==> config.mk <==
export PLATFORM = sky130hd
export DESIGN_NAME = memory_bus_responder_flat
export DESIGN_NICKNAME = d
export VERILOG_FILES = /design/src/rtl/memory_bus_responder_if.sv /design/src/rtl/memory_bus_responder.sv /design/src/flat_wrapper.sv
export SDC_FILE = /design/constraint.sdc
export NUM_CORES = 1
export LEC_CHECK = 0
export CORE_MARGIN = 1
export CORE_UTILIZATION = 33
export CTS_BUF_LIST = sky130_fd_sc_hd__clkbuf_4
export DETAILED_ROUTE_END_ITERATION = 8
export MAX_ROUTING_LAYER = met4
export PLACE_DENSITY = 0.8
export SYNTH_ARGS = -nofsm -noshare
export SYNTH_HDL_FRONTEND = slang
export SYNTH_SLANG_ARGS = --single-unit
export TNS_END_PERCENT = 1
==> constraint.sdc <==
create_clock -name clk -period 2.75 [get_ports clk]
set_input_delay 0.55 -clock clk [delete_from_list [all_inputs] [get_ports clk]]
set_output_delay 0.55 -clock clk [all_outputs]
set_load 0.005 [all_outputs]
==> src/rtl/memory_bus_responder_if.sv <==
// CPU request/response, decoder select and target strobe/ack bundle for the memory responder.
// The slave modport is the responder's view; the master modport is the CPU, decoder and target side.
interface memory_bus_responder_if #(
  parameter int DATA_W = 32
);
  // CPU request channel
  logic                  req_valid;
  logic                  req_ready;
  logic                  req_write;
  logic [31:0]           req_addr;
  logic [DATA_W-1:0]     req_wdata;

  // Region decoder selects
  logic                  dec_bram;
  logic                  dec_sram;
  logic                  dec_flash;
  logic                  dec_periph;
  logic                  dec_error;

  // Target side, bit order {periph,flash,sram,bram}
  logic [3:0]            tgt_req;
  logic                  tgt_write;
  logic [31:0]           tgt_addr;
  logic [DATA_W-1:0]     tgt_wdata;
  logic [3:0]            tgt_ack;
  logic [4*DATA_W-1:0]   tgt_rdata;

  // CPU response channel
  logic                  resp_valid;
  logic                  resp_ready;
  logic [DATA_W-1:0]     resp_rdata;
  logic                  resp_error;
  logic [1:0]            resp_code;

  modport slave (
    input  req_valid, req_write, req_addr, req_wdata,
    input  dec_bram, dec_sram, dec_flash, dec_periph, dec_error,
    input  tgt_ack, tgt_rdata,
    input  resp_ready,
    output req_ready,
    output tgt_req, tgt_write, tgt_addr, tgt_wdata,
    output resp_valid, resp_rdata, resp_error, resp_code
  );

  modport master (
    output req_valid, req_write, req_addr, req_wdata,
    output dec_bram, dec_sram, dec_flash, dec_periph, dec_error,
    output tgt_ack, tgt_rdata,
    output resp_ready,
    input  req_ready,
    input  tgt_req, tgt_write, tgt_addr, tgt_wdata,
    input  resp_valid, resp_rdata, resp_error, resp_code
  );
endinterface

==> src/rtl/memory_bus_responder.sv <==
// Single-outstanding responder: routes a decoded CPU access to one target and returns data/status.
// Latency: decode error 1 cycle, ack in first WAIT cycle 2 cycles; a held response blocks new requests.
module memory_bus_responder #(
  parameter int DATA_W      = 32,
  parameter int TIMEOUT_CYC = 16
) (
  input  logic                   clk,
  input  logic                   rst,
  memory_bus_responder_if.slave  bus
);

  localparam int              CNT_W    = $clog2(TIMEOUT_CYC);
  localparam logic [CNT_W-1:0] CNT_LAST = CNT_W'(TIMEOUT_CYC - 1);

  localparam logic [1:0] CODE_OK  = 2'b00;
  localparam logic [1:0] CODE_DEC = 2'b01;
  localparam logic [1:0] CODE_TMO = 2'b10;

  typedef enum logic [1:0] {
    S_IDLE,
    S_WAIT,
    S_RESP
  } state_t;

  typedef struct packed {
    logic [DATA_W-1:0] rdata;
    logic              error;
    logic [1:0]        code;
  } resp_t;

  typedef struct packed {
    logic [3:0]        sel;
    logic              write;
    logic [31:0]       addr;
    logic [DATA_W-1:0] wdata;
  } tgt_cmd_t;

  state_t            state_q;
  logic [CNT_W-1:0]  cnt_q;
  logic              req_ready_q;
  tgt_cmd_t          cmd_q;
  logic              resp_valid_q;
  resp_t             resp_q;

  logic [3:0]        dec_sel;
  logic              dec_ok;
  logic              sel_ack;
  logic [DATA_W-1:0] ack_rdata;

  assign dec_sel = {bus.dec_periph, bus.dec_flash, bus.dec_sram, bus.dec_bram};
  assign dec_ok  = !bus.dec_error && $onehot(dec_sel);

  // cmd_q.sel is only non-zero in WAIT, so acks seen elsewhere fall through here.
  assign sel_ack = |(bus.tgt_ack & cmd_q.sel);

  always_comb begin
    ack_rdata = '0;
    for (int i = 0; i < 4; i++) begin
      if (cmd_q.sel[i]) begin
        ack_rdata = ack_rdata | bus.tgt_rdata[i*DATA_W +: DATA_W];
      end
    end
  end

  always_ff @(posedge clk) begin
    if (rst) begin
      state_q      <= S_IDLE;
      cnt_q        <= '0;
      req_ready_q  <= 1'b1;
      cmd_q        <= '0;
      resp_valid_q <= 1'b0;
      resp_q       <= '0;
    end else begin
      case (state_q)
        S_IDLE: begin
          if (bus.req_valid && req_ready_q) begin
            req_ready_q <= 1'b0;
            if (dec_ok) begin
              cmd_q.sel   <= dec_sel;
              cmd_q.write <= bus.req_write;
              cmd_q.addr  <= bus.req_addr;
              cmd_q.wdata <= bus.req_wdata;
              cnt_q       <= '0;
              state_q     <= S_WAIT;
            end else begin
              resp_valid_q <= 1'b1;
              resp_q.rdata <= '0;
              resp_q.error <= 1'b1;
              resp_q.code  <= CODE_DEC;
              state_q      <= S_RESP;
            end
          end
        end

        S_WAIT: begin
          // An ack in the last counted cycle still completes the access normally.
          if (sel_ack) begin
            cmd_q.sel    <= 4'b0000;
            resp_valid_q <= 1'b1;
            resp_q.rdata <= cmd_q.write ? '0 : ack_rdata;
            resp_q.error <= 1'b0;
            resp_q.code  <= CODE_OK;
            state_q      <= S_RESP;
          end else if (cnt_q == CNT_LAST) begin
            cmd_q.sel    <= 4'b0000;
            resp_valid_q <= 1'b1;
            resp_q.rdata <= '0;
            resp_q.error <= 1'b1;
            resp_q.code  <= CODE_TMO;
            state_q      <= S_RESP;
          end else begin
            cnt_q <= cnt_q + 1'b1;
          end
        end

        S_RESP: begin
          if (bus.resp_ready) begin
            resp_valid_q <= 1'b0;
            resp_q       <= '0;
            req_ready_q  <= 1'b1;
            state_q      <= S_IDLE;
          end
        end

        default: begin
          cmd_q.sel    <= 4'b0000;
          resp_valid_q <= 1'b0;
          resp_q       <= '0;
          req_ready_q  <= 1'b1;
          state_q      <= S_IDLE;
        end
      endcase
    end
  end

  assign bus.req_ready  = req_ready_q;
  assign bus.tgt_req    = cmd_q.sel;
  assign bus.tgt_write  = cmd_q.write;
  assign bus.tgt_addr   = cmd_q.addr;
  assign bus.tgt_wdata  = cmd_q.wdata;
  assign bus.resp_valid = resp_valid_q;
  assign bus.resp_rdata = resp_q.rdata;
  assign bus.resp_error = resp_q.error;
  assign bus.resp_code  = resp_q.code;

endmodule

==> src/flat_wrapper.sv <==
// flat-port wrapper written by rule: the top's interface ports become plain ports
module memory_bus_responder_flat 
#(
  parameter int DATA_W      = 32,
  parameter int TIMEOUT_CYC = 16
)
  (clk, rst, bus_req_valid, bus_req_write, bus_req_addr, bus_req_wdata, bus_dec_bram, bus_dec_sram, bus_dec_flash, bus_dec_periph, bus_dec_error, bus_tgt_ack, bus_tgt_rdata, bus_resp_ready, bus_req_ready, bus_tgt_req, bus_tgt_write, bus_tgt_addr, bus_tgt_wdata, bus_resp_valid, bus_resp_rdata, bus_resp_error, bus_resp_code);
  memory_bus_responder_if #(.DATA_W(DATA_W)) bus_i ();
  input  logic clk;
  input  logic rst;
  input wire logic [$bits(bus_i.req_valid)-1:0] bus_req_valid;
  input wire logic [$bits(bus_i.req_write)-1:0] bus_req_write;
  input wire logic [$bits(bus_i.req_addr)-1:0] bus_req_addr;
  input wire logic [$bits(bus_i.req_wdata)-1:0] bus_req_wdata;
  input wire logic [$bits(bus_i.dec_bram)-1:0] bus_dec_bram;
  input wire logic [$bits(bus_i.dec_sram)-1:0] bus_dec_sram;
  input wire logic [$bits(bus_i.dec_flash)-1:0] bus_dec_flash;
  input wire logic [$bits(bus_i.dec_periph)-1:0] bus_dec_periph;
  input wire logic [$bits(bus_i.dec_error)-1:0] bus_dec_error;
  input wire logic [$bits(bus_i.tgt_ack)-1:0] bus_tgt_ack;
  input wire logic [$bits(bus_i.tgt_rdata)-1:0] bus_tgt_rdata;
  input wire logic [$bits(bus_i.resp_ready)-1:0] bus_resp_ready;
  output wire logic [$bits(bus_i.req_ready)-1:0] bus_req_ready;
  output wire logic [$bits(bus_i.tgt_req)-1:0] bus_tgt_req;
  output wire logic [$bits(bus_i.tgt_write)-1:0] bus_tgt_write;
  output wire logic [$bits(bus_i.tgt_addr)-1:0] bus_tgt_addr;
  output wire logic [$bits(bus_i.tgt_wdata)-1:0] bus_tgt_wdata;
  output wire logic [$bits(bus_i.resp_valid)-1:0] bus_resp_valid;
  output wire logic [$bits(bus_i.resp_rdata)-1:0] bus_resp_rdata;
  output wire logic [$bits(bus_i.resp_error)-1:0] bus_resp_error;
  output wire logic [$bits(bus_i.resp_code)-1:0] bus_resp_code;
  assign bus_i.req_valid = bus_req_valid;
  assign bus_i.req_write = bus_req_write;
  assign bus_i.req_addr = bus_req_addr;
  assign bus_i.req_wdata = bus_req_wdata;
  assign bus_i.dec_bram = bus_dec_bram;
  assign bus_i.dec_sram = bus_dec_sram;
  assign bus_i.dec_flash = bus_dec_flash;
  assign bus_i.dec_periph = bus_dec_periph;
  assign bus_i.dec_error = bus_dec_error;
  assign bus_i.tgt_ack = bus_tgt_ack;
  assign bus_i.tgt_rdata = bus_tgt_rdata;
  assign bus_i.resp_ready = bus_resp_ready;
  assign bus_req_ready = bus_i.req_ready;
  assign bus_tgt_req = bus_i.tgt_req;
  assign bus_tgt_write = bus_i.tgt_write;
  assign bus_tgt_addr = bus_i.tgt_addr;
  assign bus_tgt_wdata = bus_i.tgt_wdata;
  assign bus_resp_valid = bus_i.resp_valid;
  assign bus_resp_rdata = bus_i.resp_rdata;
  assign bus_resp_error = bus_i.resp_error;
  assign bus_resp_code = bus_i.resp_code;
  memory_bus_responder #(.DATA_W(DATA_W), .TIMEOUT_CYC(TIMEOUT_CYC)) u_core (.clk(clk), .rst(rst), .bus(bus_i));
endmodule
After elaboration in Yosys (flattened, before gate mapping)

Index checks and enable logic that the tools add are counted.
Widths: inputs -> output; s select.

Output and inout bits: 106
Input port bits: 206
Flip-flop bits (word level): 112

Add/sub/neg operators: 4
Reduce and logical (&&, ||, !) cells: 12
Equality and inequality tests: 11
Mux-type cells: 36
Bitwise logic cells: 6

Operators with widths:

| operator            | count |
|---|---|
| $mux 35             | 5 |
| $mux 32             | 5 |
| $mux 69             | 2 |
| $pmux 35 s3         | 1 |
| $or 32x32->32       | 3 |
| $mux 4              | 6 |
| $pmux 4 s3          | 1 |
| $mux 2              | 5 |
| $reduce_and 3->1    | 3 |
| $ne 2x2->1 const B  | 4 |
| $pmux 4 s2          | 1 |
| $reduce_and 4->1    | 2 |
| $mux 1              | 7 |
| $pmux 1 s3          | 2 |
| $pmux 2 s3          | 1 |
| $reduce_and 5->1    | 1 |
| $add 1x1->2         | 2 |
| $add 4x1->4 const B | 1 |
| $and 4x4->4         | 1 |
| $eq 4x4->1 const B  | 1 |
| $ne 2x1->1 const B  | 2 |
| $reduce_or 4->1     | 1 |
| $add 3x3->3         | 1 |
| $eq 3x1->1 const B  | 1 |
| 8 further kinds     | 10 |

Depth between registers and ports, before layout

Gate-level depths: netlist of run 1.

Word-level depth: 10
Depth in mapped cells: 9

Worst setup path before layout of run 1

Ideal clock, no wire load.

Path type: input -> register
Start: input bus_dec_periph
End: register u_core.resp_q, in the netlist u_core.bus.resp_rdata[0]
Buffers on the path: 1
Setup slack: 0.000 ns
Stages on the path: 8
Library setup time: 0.070 ns
Arrival time: 2.680 ns
Cells stage by stage: ha_1 > ha_1 > fa_1 > nor4b_4 > a22oi_1 > a21oi_4 > buf_2 > o2bb2ai_1

Word-level cells in the longest chain between the ends: 6

RTL lines:

| what                              | line                       | source |
|---|---|---|
| start, declared                   | flat_wrapper.sv:18         | `input wire logic [$bits(bus_i.dec_periph)-1:0] bus_dec_periph;` |
| $add 1x1->2 (not written as such) | memory_bus_responder.sv:51 | `assign dec_ok = !bus.dec_error && $onehot(dec_sel);` |
| $add 3x3->3 (not written as such) | memory_bus_responder.sv:51 |  |
| $eq 3x1->1                        | memory_bus_responder.sv:51 |  |
| $logic_and 1x1->1                 | memory_bus_responder.sv:51 |  |
| $ne 2x2->1 (no line)              | --                         |  |
| $reduce_and 4->1 (no line)        | --                         |  |
| end, declared                     | memory_bus_responder.sv:43 | `resp_t resp_q;` |

Every way passes these cells.
A chain may end at the register's enable or synchronous reset.

Final worst setup path of run 1

Start: input bus_dec_periph
End: register u_core.cnt_q[2]

Word-level cells in the longest chain between the ends: 6

RTL lines:

| what                              | line                        | source |
|---|---|---|
| $add 1x1->2 (not written as such) | memory_bus_responder.sv:51  |  |
| $add 3x3->3 (not written as such) | memory_bus_responder.sv:51  |  |
| $eq 3x1->1                        | memory_bus_responder.sv:51  |  |
| $logic_and 1x1->1                 | memory_bus_responder.sv:51  |  |
| $ne 2x1->1 (no line)              | --                          |  |
| $reduce_and 5->1 (no line)        | --                          |  |
| end signal, assigned              | memory_bus_responder.sv:112 | `cnt_q <= cnt_q + 1'b1;` |
| end, declared                     | memory_bus_responder.sv:39  | `logic [CNT_W-1:0] cnt_q;` |

Every way passes these cells.

==> qor.txt, run 1 <==
status -> finished, final reports clean
met1 Use GR -> 26.0%
synth unique cells -> 42
Crit-path slowest cell -> fa_1
Final GP Congestion -> 0.869
GR Util met3 -> 6.04%
Int Pwr -> 2.48 mW
Least-Margin Pin Slew -> 494 ps
Slew Viols, Final -> 0
Hold Path Class -> input pin to register
Core Area -> 0.0138 mm2
mean cell area of the mapped netlist -> 8.84 um2
Initial Utilization -> 33.6%
largest net degree at the start of global routing -> 66
critical path required time -> 3130 ps
DPL Wire Length -> 12400 um
gr usage total -> 23.3%
Pleak -> 2.77 nW
switching share of power -> 29.7%
drt wl/cell -> 17.2 um
via count -> 5149
Routed WL -> 17200 um
vias in the first global route -> 4896
Area growth syn-to-layout -> 74.1%
top cells by area, synth -> dfxtp_1 48%, nand2_1 11%, a21oi_1 7.8%
Die H -> 121 um
power per cell area -> 435 mW/mm2
fraction of layout cells with a size suffix above 1 -> 4.88%
Clock Skews -> 22.8 ps
H-tree depth -> 3
GRT busiest layer -> met2
Worst-Skew Late Latency -> 470 ps
drc violations -> 0
Die Span X -> 121 um
crit-path leading delay family -> adder cells
CP Class -> input pin to register
IR drop worst, VDD -> 0.266 mV
total grt overflow -> 0
CTS tree -> yes
TritonCTS Buffers -> 9
DR iter-0 viols -> 320
Sink Count -> 112
Flop pwr share -> 50.4%
critical path arrival -> 2870 ps
clock group share of total power -> 21.1%
Max stage delay on crit path -> 480 ps
top cell type's share of synthesized area -> 48.2%
first-pass GRT wire length -> 25400 um
io pins -> 312
drt first pass iters -> 4
CP Launch Type -> input pin
# rows -> 43
final-report setup violation count -> 0
dpl cell area -> 0.00791 mm2
Final nets -> 1028
Final Instance Area -> 0.00809 mm2
fin crit period -> 2480 ps
fmax -> 403 MHz
remaining antenna violation count -> 0
clock root cell -> clkbuf_4
crit-path max FO -> 5
final-report hold violation count -> 0
mapped cell area -> 0.00465 mm2
Switch Pwr -> 1.05 mW
TNS Setup -> 0 ps
final worst path period share -> 90.3%
logic gate share of total power -> 28.5%
RSZ-0062 raised after global routing -> no
Clock transition at path regs -> 180 ps
clock tree buffer depth -> 2
routing usage on met2 -> 38.8%
register area share after synthesis -> 48.2%
relative slew slack -> 67.1%
initial antenna violation count -> 1
CP endpoint kind -> register
Worst Path Buf+Inv -> 3
Synth area leader -> dfxtp_1
syn nets -> 737
MaxCap Viol Count -> 0
CP cell instances -> dlymetal6s2s_1, ha_1, ha_1, fa_1, nor4b_4, and4_4, buf_4, buf_4, nor2_1, a21boi_1
IO Port Bufs -> 311
Vias/cell -> 5.14
die area -> 0.0146 mm2
Synth Instances -> 526
Synth Warn # -> 0
Synth Register Bits -> 112
through the flow:
stage	instances	hold slack [ps]	setup slack, ps	total power, mW	utilization, %
floorplan	526	451	0.252	2.21	-
CTS	999	444	9.67	3.55	58.2
detailed placement	983	446	-591	2.79	57.2
global placement	983	441	-533	2.78	57.2
global route	1001	325	175	3.70	58.5
finish	1001	337	266	3.52	58.5
cell usage in the layout, fill, tap and decap left out, types with 2 or more instances in the layout:
master,Yosys,layout
clkdlybuf4s50_1,0,306
nand2_1,136,136
dfxtp_1,112,112
a21oi_1,72,72
a22o_1,32,32
a221oi_1,32,32
o2bb2ai_1,32,32
buf_4,6,12
clkbuf_4,0,10
o21ai_0,7,7
nor2_1,4,4
nand3_1,4,4
nand2b_1,4,4
inv_1,4,4
ha_1,4,4
dlymetal6s2s_1,0,4
buf_12,0,3
nand3b_1,2,2
a22oi_1,2,2
a22oi_2,2,2
or3_1,2,2
a21boi_1,1,2
a211oi_1,2,2
nor3_1,2,2
a21o_1,2,2
clkinvlp_4,0,2
timing repair:
action                                  CTS  global route
buffers inserted                          1             0
gates cloned                              1             1
endpoints found under the setup margin   66            94
pin swaps                                 2             4
resized for setup                         2             6
hold buffers                              0             0
cell type report:
class / count / area [um2]
multi-input combinational: 361 / 2170
clock buffer: 10 / 75.1
antenna: 1 / 2.50
clock inverter: 4 / 32.5
inverter: 4 / 15.0
sequential: 112 / 2240
tap: 180 / 225
fill: 1211 / 5730
timing repair buffer: 329 / 3330
power by group through the flow:
stage | Clock, mW | Combinational [mW] | Sequential [mW]
2_1_floorplan | 0 | 0.428 | 1.79
5_1_grt | 0.827 | 1.08 | 1.79
3_5_place_dp | 0 | 0.981 | 1.81
6_report | 0.745 | 1.00 | 1.77
4_1_cts | 0.775 | 0.998 | 1.77
3_3_place_gp | 0 | 0.972 | 1.81
Yosys cell counts, drive strengths merged:
cell type / count
nor2: 4
and2b: 1
buf: 20
o41a: 1
xnor2: 1
nand4: 2
a22o: 32
a21boi: 2
and4: 2
nand3b: 2
ha: 4
nand3: 4
a31oi: 1
nor2b: 1
a211o: 1
o21ai: 7
o32ai: 1
a21o: 2
or2: 1
fa: 1
or3b: 1
and3b: 1
a21oi: 73
a211oi: 2
o2bb2ai: 32
nand2: 136
dfxtp: 112
nand2b: 4
nor4b: 2
inv: 4
or3: 2
a221oi: 32
nor3: 2
clkbuf: 29
a22oi: 4
registers in the layout, summed over array words and instances, names as in the netlist:
signal                 flops
u_core.bus.resp_valid      1
u_core.bus.tgt_addr       32
u_core.cnt_q               4
u_core.bus.tgt_wdata      32
u_core.state_q             2
u_core.bus.tgt_write       1
u_core.bus.tgt_req         4
u_core.bus.req_ready       1
u_core.bus.resp_code       2
u_core.bus.resp_error      1
u_core.bus.resp_rdata     32
kinds of logic after synthesis:
kind of cell / Yosys count / share of synthesized area (%)
simple gates: 165 / 15.4
flops: 112 / 48.2
buf+inv: 53 / 5.17
xor+xnor: 1 / 0.188
compound gates: 190 / 29.5
fa+ha+maj: 5 / 1.51
worst paths after layout:
check                               start  cells after the start  slack (ps)                   endpoint
setup / recovery           bus_dec_periph                     10         270            u_core.cnt_q[2]
hold / removal              bus_dec_flash                      3         340      u_core.bus.tgt_req[2]
setup reg to reg    u_core.bus.tgt_req[3]                      6         830  u_core.bus.resp_rdata[22]
hold reg to reg   u_core.bus.tgt_wdata[5]                      2         460    u_core.bus.tgt_wdata[5]
metal layers:
metal / up-vias / part of all wire (%) / wire (um)
met5: - / 0 / 0
met4: 0 / 2.9 / 506
met3: 32 / 8.2 / 1420
met2: 218 / 49 / 8390
met1: 2416 / 40 / 6910
li1: 2483 / - / -
worst min-delay path, stage by stage:
cell,delay (ps)
dlymetal6s2s_1,130
nand2_1,60
a21oi_1,50
(Power assumes the default switching activity.)
==> inputs of run 2 (changes only) <==
- CAP_MARGIN: unset -> 20
==> results of run 2 <==
No change in the layout: final DEF, timing and power equal those of run 1.
==> inputs of run 3 (changes only) <==
- TNS_END_PERCENT: 1 -> 20
==> results of run 3 <==
No change in the layout: final DEF, timing and power equal those of run 1.
